--- src/rtl/brent_kung_sub_pipe.sv ---
`default_nettype none
// ============================================================================
//  Module      : brent_kung_sub_pipe
//  Description : 4-bit subtractor, diff = (a - b - bin) mod 16, bout = borrow.
//                The borrow is resolved with a Brent-Kung prefix tree that is
//                split across a 3-stage valid/ready pipeline:
//                  S1 - per-bit generate/propagate/half-difference
//                  S2 - pairwise group terms and the 4-bit group term
//                  S3 - borrow resolution and final difference
//                Each stage holds its contents when the next stage cannot
//                accept, so back-pressure ripples combinationally from
//                out_ready to in_ready.
//  Revision    : 1.0 - initial release
// ============================================================================
module brent_kung_sub_pipe (
    input  logic       clk,
    input  logic       rst_n,
    input  logic       in_valid,
    output logic       in_ready,
    input  logic [3:0] a,
    input  logic [3:0] b,
    input  logic       bin,
    output logic       out_valid,
    input  logic       out_ready,
    output logic [3:0] diff,
    output logic       bout
);

    localparam int c_width = 4;

    // ------------------------------------------------------------------
    // Stage registers
    // ------------------------------------------------------------------
    // S1: per-bit terms
    logic               s1_valid_q, s1_valid_d;
    logic [c_width-1:0] s1_g_q,     s1_g_d;
    logic [c_width-1:0] s1_p_q,     s1_p_d;
    logic [c_width-1:0] s1_h_q,     s1_h_d;
    logic               s1_bin_q,   s1_bin_d;

    // S2: group terms plus forwarded per-bit terms. Only the even-position
    // generate/propagate bits are still needed downstream: the odd
    // positions are fully summarised by the (P10,G10) and (P32,G32) groups.
    logic               s2_valid_q, s2_valid_d;
    logic [1:0]         s2_g_q,     s2_g_d;     // {g2, g0}
    logic [1:0]         s2_p_q,     s2_p_d;     // {p2, p0}
    logic [c_width-1:0] s2_h_q,     s2_h_d;
    logic               s2_bin_q,   s2_bin_d;
    logic               s2_g10_q,   s2_g10_d;
    logic               s2_p10_q,   s2_p10_d;
    logic               s2_g32_q,   s2_g32_d;
    logic               s2_p32_q,   s2_p32_d;
    logic               s2_g30_q,   s2_g30_d;
    logic               s2_p30_q,   s2_p30_d;

    // S3: final result, drives the outputs directly
    logic               s3_valid_q, s3_valid_d;
    logic [c_width-1:0] s3_diff_q,  s3_diff_d;
    logic               s3_bout_q,  s3_bout_d;

    // ------------------------------------------------------------------
    // Handshake / stall chain
    // ------------------------------------------------------------------
    logic w_s3_free;    // S3 can take new data this cycle
    logic w_s2_adv;     // S2 moves into S3 this cycle
    logic w_s2_free;    // S2 can take new data this cycle
    logic w_s1_adv;     // S1 moves into S2 this cycle
    logic w_in_fire;    // operand set accepted into S1 this cycle

    // Combinational datapath wires
    logic               w_g10, w_p10, w_g32, w_p32, w_g30, w_p30;
    logic               w_c1, w_c2, w_c3, w_c4;
    logic [c_width-1:0] w_borrow;

    // Stall chain: a stage is free when empty or draining on this same edge
    always_comb begin
        w_s3_free = !s3_valid_q || out_ready;
        w_s2_adv  = s2_valid_q && w_s3_free;
        w_s2_free = !s2_valid_q || w_s2_adv;
        w_s1_adv  = s1_valid_q && w_s2_free;
        in_ready  = !s1_valid_q || w_s1_adv;
        w_in_fire = in_valid && in_ready;
    end

    // ------------------------------------------------------------------
    // Stage 1: load per-bit borrow generate / propagate / half-difference
    // ------------------------------------------------------------------
    always_comb begin
        s1_valid_d = s1_valid_q;
        s1_g_d     = s1_g_q;
        s1_p_d     = s1_p_q;
        s1_h_d     = s1_h_q;
        s1_bin_d   = s1_bin_q;
        if (w_in_fire) begin
            s1_valid_d = 1'b1;
            s1_g_d     = ~a & b;
            s1_p_d     = ~(a ^ b);
            s1_h_d     = a ^ b;
            s1_bin_d   = bin;
        end else if (w_s1_adv) begin
            s1_valid_d = 1'b0;
        end
    end

    // ------------------------------------------------------------------
    // Stage 2: Brent-Kung up-sweep - pairwise groups, then the 4-bit group
    // ------------------------------------------------------------------
    always_comb begin
        w_g10 = s1_g_q[1] | (s1_p_q[1] & s1_g_q[0]);
        w_p10 = s1_p_q[1] & s1_p_q[0];
        w_g32 = s1_g_q[3] | (s1_p_q[3] & s1_g_q[2]);
        w_p32 = s1_p_q[3] & s1_p_q[2];
        w_g30 = w_g32 | (w_p32 & w_g10);
        w_p30 = w_p32 & w_p10;
    end

    // Stage 2 register load: new data when S1 advances, else hold
    always_comb begin
        s2_valid_d = s2_valid_q;
        s2_g_d     = s2_g_q;
        s2_p_d     = s2_p_q;
        s2_h_d     = s2_h_q;
        s2_bin_d   = s2_bin_q;
        s2_g10_d   = s2_g10_q;
        s2_p10_d   = s2_p10_q;
        s2_g32_d   = s2_g32_q;
        s2_p32_d   = s2_p32_q;
        s2_g30_d   = s2_g30_q;
        s2_p30_d   = s2_p30_q;
        if (w_s1_adv) begin
            s2_valid_d = 1'b1;
            s2_g_d     = {s1_g_q[2], s1_g_q[0]};
            s2_p_d     = {s1_p_q[2], s1_p_q[0]};
            s2_h_d     = s1_h_q;
            s2_bin_d   = s1_bin_q;
            s2_g10_d   = w_g10;
            s2_p10_d   = w_p10;
            s2_g32_d   = w_g32;
            s2_p32_d   = w_p32;
            s2_g30_d   = w_g30;
            s2_p30_d   = w_p30;
        end else if (w_s2_adv) begin
            s2_valid_d = 1'b0;
        end
    end

    // ------------------------------------------------------------------
    // Stage 3: down-sweep - resolve every borrow from borrow-in
    // ------------------------------------------------------------------
    always_comb begin
        w_c1     = s2_g_q[0] | (s2_p_q[0] & s2_bin_q);
        w_c2     = s2_g10_q  | (s2_p10_q  & s2_bin_q);
        w_c3     = s2_g_q[1] | (s2_p_q[1] & w_c2);
        w_c4     = s2_g30_q  | (s2_p30_q  & s2_bin_q);
        w_borrow = {w_c3, w_c2, w_c1, s2_bin_q};
    end

    // Stage 3 register load: result is held while downstream stalls
    always_comb begin
        s3_valid_d = s3_valid_q;
        s3_diff_d  = s3_diff_q;
        s3_bout_d  = s3_bout_q;
        if (w_s2_adv) begin
            s3_valid_d = 1'b1;
            s3_diff_d  = s2_h_q ^ w_borrow;
            s3_bout_d  = w_c4;
        end else if (s3_valid_q && out_ready) begin
            s3_valid_d = 1'b0;
        end
    end

    // All pipeline state, cleared immediately by reset
    always_ff @(posedge clk or negedge rst_n) begin
        if (!rst_n) begin
            s1_valid_q <= 1'b0;
            s1_g_q     <= '0;
            s1_p_q     <= '0;
            s1_h_q     <= '0;
            s1_bin_q   <= 1'b0;
            s2_valid_q <= 1'b0;
            s2_g_q     <= '0;
            s2_p_q     <= '0;
            s2_h_q     <= '0;
            s2_bin_q   <= 1'b0;
            s2_g10_q   <= 1'b0;
            s2_p10_q   <= 1'b0;
            s2_g32_q   <= 1'b0;
            s2_p32_q   <= 1'b0;
            s2_g30_q   <= 1'b0;
            s2_p30_q   <= 1'b0;
            s3_valid_q <= 1'b0;
            s3_diff_q  <= '0;
            s3_bout_q  <= 1'b0;
        end else begin
            s1_valid_q <= s1_valid_d;
            s1_g_q     <= s1_g_d;
            s1_p_q     <= s1_p_d;
            s1_h_q     <= s1_h_d;
            s1_bin_q   <= s1_bin_d;
            s2_valid_q <= s2_valid_d;
            s2_g_q     <= s2_g_d;
            s2_p_q     <= s2_p_d;
            s2_h_q     <= s2_h_d;
            s2_bin_q   <= s2_bin_d;
            s2_g10_q   <= s2_g10_d;
            s2_p10_q   <= s2_p10_d;
            s2_g32_q   <= s2_g32_d;
            s2_p32_q   <= s2_p32_d;
            s2_g30_q   <= s2_g30_d;
            s2_p30_q   <= s2_p30_d;
            s3_valid_q <= s3_valid_d;
            s3_diff_q  <= s3_diff_d;
            s3_bout_q  <= s3_bout_d;
        end
    end

    assign out_valid = s3_valid_q;
    assign diff      = s3_diff_q;
    assign bout      = s3_bout_q;

endmodule
`default_nettype wire

--- config.mk ---
export PLATFORM = sky130hd
export DESIGN_NAME = brent_kung_sub_pipe
export DESIGN_NICKNAME = d
export VERILOG_FILES = /design/src/rtl/brent_kung_sub_pipe.sv
export SDC_FILE = /design/constraint.sdc
export NUM_CORES = 1
export LEC_CHECK = 0
export ABC_AREA = 1
export CAP_MARGIN = 20
export CELL_PAD_IN_SITES_DETAIL_PLACEMENT = 1
export CELL_PAD_IN_SITES_GLOBAL_PLACEMENT = 1
export CORE_MARGIN = 2
export CORE_UTILIZATION = 37
export DETAILED_ROUTE_END_ITERATION = 10
export GPL_TIMING_DRIVEN = 0
export PLACE_DENSITY_LB_ADDON = 0.1
export RECOVER_POWER = 50
export SYNTH_ARGS = -nofsm -noshare
export SYNTH_HDL_FRONTEND = slang
export SYNTH_SLANG_ARGS = --single-unit
--- constraint.sdc ---
create_clock -name clk -period 0.99 [get_ports clk]
set_input_delay 0.099 -clock clk [delete_from_list [all_inputs] [get_ports clk]]
set_output_delay 0.099 -clock clk [all_outputs]
set_load 0.03 [all_outputs]
==> flow_summary.toml <==
[die]
start_util_pct = 38.4
dieArea_mm2 = 0.00465
die_x_um = 68.2
die_h_um = 68.2
pin_count = 20
core_area_mm2 = 0.00397
std_cell_rows = 23

[worst_setup_path]
critPathTopFamily = "flip-flops"
worstPathArrival_ns = 1.22
max_stage_delay_ns = 0.46
crit_path_start_kind = "flop"
path_depth = 4
end_kind = "output port"
reg2reg_depth = 8
crit_path_cell_trace = "nand2_4 > nand3_4 > clkbuf_16 > buf_8"
cp_slowest_cell = "dfrtp_2"
critical_path_required_ns = 0.89
worstPathMaxFanout = 3
crit_type = "flop to output port"
crit_buf_inv = 2

[placed_design]
place_congestion = 0.707
numPortBuffers = 19
post-dp-hpwl_mm = 2.46

[clock_network]
cts_root_buffer = "clkbuf_8"
clock_latency_ns = 0.28
htree_levels = 2
cts.clk_slew.worst_paths_ns = 0.07
cts_made_buffers = 5
cts_buffer_depth = 2
clock_sinks = 34
cts_tree = "built"

[timing]
min_period_over_period_pct = 133
setup_tns_ns = -7.26
fmax_ghz = 0.758
hold_viol = 34
setup_slack_ns = -0.329
hold_ws_ns = -0.0804
fin_skew_ns = 0.00321
drv_slew = 0
worst_slew_pin_slew_ns = 0.873
rsz0062_at_grt = "yes"
fin_crit_ns = 1.32
setup_viol = 32
max_slew_margin_pct = 41.8

[routing]
drc = 0
viasPerCell = 4.83
wire_per_inst_um = 15.2
drt_iter0_markers = 30
num_vias = 1237
postRouteWirelength_mm = 3.88
firstDrtPassIters = 4
ant_nets = 0

[logic_synthesis]
synth.cell_area_mm2 = 0.00152
synthTopCellsByCount = "68 x nand2_1, 34 x dfrtp_1, 12 x nand3_1, 11 x inv_1, 6 x o21ai_0"
synth_top_area_cell = "dfrtp_1"
synth_top_area_share_pct = 55.8
avgSynthCellArea_um2 = 9.29
synthFlopType = "dfrtp_1"
synth_area_leaders = "dfrtp_1 56%, nand2_1 17%, nand3_1 3.9%"
ys_ff_latch = 34
yosysWarnings = 0
synth.distinct_cells = 23
synth_edf_count = 0
synthMostInstantiatedCell = "nand2_1"
ys_seq_area_share_pct = 55.8
postSynthCellCount = 164
ys_async_sr_fraction_pct = 100
synth_nets = 181

[power]
seq_power_share_pct = 35.4
power.share.combinational_pct = 49.0
p_int_mw = 4.09
switchingPower_mw = 2.76
p_clk_share_pct = 15.6
sw_frac_of_total_pct = 40.3
p_leak_nw = 1.07
power.density_mw_per_mm2 = 3200
ir_drop_uv = 1190

[status]
violations = "negative hold slack, negative setup slack"
status = "finished, violations left"

[global_routing]
grt_pass1_wl_mm = 6.27
grt_pass1_vias = 1253
overflow = 0
antenna_found_initial = 0
grt_max_degree = 35
track_usage_pct = 19.0

[worst_hold_path]
holdCritPathClass = "input pin to async pin"

[cells_and_area]
fin_util_pct = 53.8
syn_to_final_growth_pct = 40.2
nets = 222
antenna_cells = 0
drive_gt1_share_pct = 35.0

[flow_run]
max_cap_viol_count = 0
-- registers in the layout (all words and copies together) (netlist names), 2 cells and up --
| signal | cells |
|---|---|
| s2_p_q | 2 |
| s1_h_q | 4 |
| s2_g_q | 2 |
| diff | 4 |
| s1_p_q | 4 |
| s2_h_q | 4 |
| s1_g_q | 4 |
-- power groups by stage --
stage	Clock [mW]	Combinational, mW	Sequential (mW)
after floorplan	0	1.55	2.53
after global placement	0	2.39	2.38
after detailed placement	0	2.47	2.41
after CTS	1.09	3.12	2.38
after global routing	1.15	3.69	2.49
final	1.07	3.36	2.42
-- stage by stage --
stage	cell area, um2	hold slack, ns	power (mW)	setup WS (ns)	instances
floorplan	1580	-0.197	4.08	-0.210	164
CTS	2060	-0.0899	6.59	-0.319	254
detailed placement	1830	0.219	4.88	-0.939	233
finish	2140	-0.0804	6.85	-0.329	256
global route	2140	-0.0267	7.33	-0.372	256
global placement	1840	0.464	4.77	-1.02	233
-- final cells by class --
type                            instances  area, um2
Buffer                                  5       67.6
Clock buffer                            7       86.3
Clock inverter                          1       5.00
Fill cell                             446       1830
Inverter                               13       53.8
Multi-Input combinational cell        112        679
Sequential cell                        34        853
Tap cell                               50       62.6
Timing Repair Buffer                   34        329
-- cell usage in the layout, fill, tap and decap left out, types with 2 or more instances in the layout --
cell type / count
nand2_4: 3
buf_4: 6
clkdlybuf4s50_1: 11
buf_2: 6
nand2_2: 12
inv_2: 2
o21ai_1: 2
a21oi_1: 3
o21ai_2: 5
buf_8: 2
inv_1: 10
ha_1: 4
dfrtp_2: 2
o21ai_0: 4
nand2_1: 55
nand3_4: 2
nand3_1: 4
nand3b_1: 4
dfrtp_1: 32
nand3_2: 8
buf_6: 11
clkbuf_8: 6
-- layer usage --
layer / wire (um) / global-route usage, % / vias up
met5: 0 / 0 / -
met4: 38 / 6.00 / 0
met3: 131 / 4.93 / 5
met2: 2100 / 32.0 / 20
met1: 1620 / 23.6 / 610
li1: - / - / 602
-- final timing paths --
| kind | endpoint | startpoint | slack, ns |
|---|---|---|---|
| setup reg to reg | s2_p_q[0] | s2_valid_q | -0.32 |
| max in group asynchronous | out_valid | rst_n | 0.47 |
| setup / recovery | in_ready | s2_valid_q | -0.33 |
| hold / removal | s2_g30_q | rst_n | -0.08 |
| min in group clk | s1_bin_q | bin | 0.38 |
| hold reg to reg | diff[2] | diff[2] | 0.48 |
-- cell families (layout without fill, tap and decap cells) --
group | after synthesis | after routing | share of synthesized area [%]
XOR/XNOR | 2 | 2 | 1.15
AO/OA/AOI/OAI | 16 | 16 | 6.73
buffers and inverters | 18 | 60 | 6.40
AND/OR/NAND/NOR | 90 | 90 | 26.6
adder cells (fa/ha/maj) | 4 | 4 | 3.28
flip-flops | 34 | 34 | 55.8
-- what timing repair did --
item	CTS	global route
endpoints found under the setup margin	37	35
pin swaps	2	7
buffers inserted	10	3
gates resized for setup	56	20
endpoints found under the hold margin	34	34
gates cloned	3	0
(Power assumes the default switching activity.)
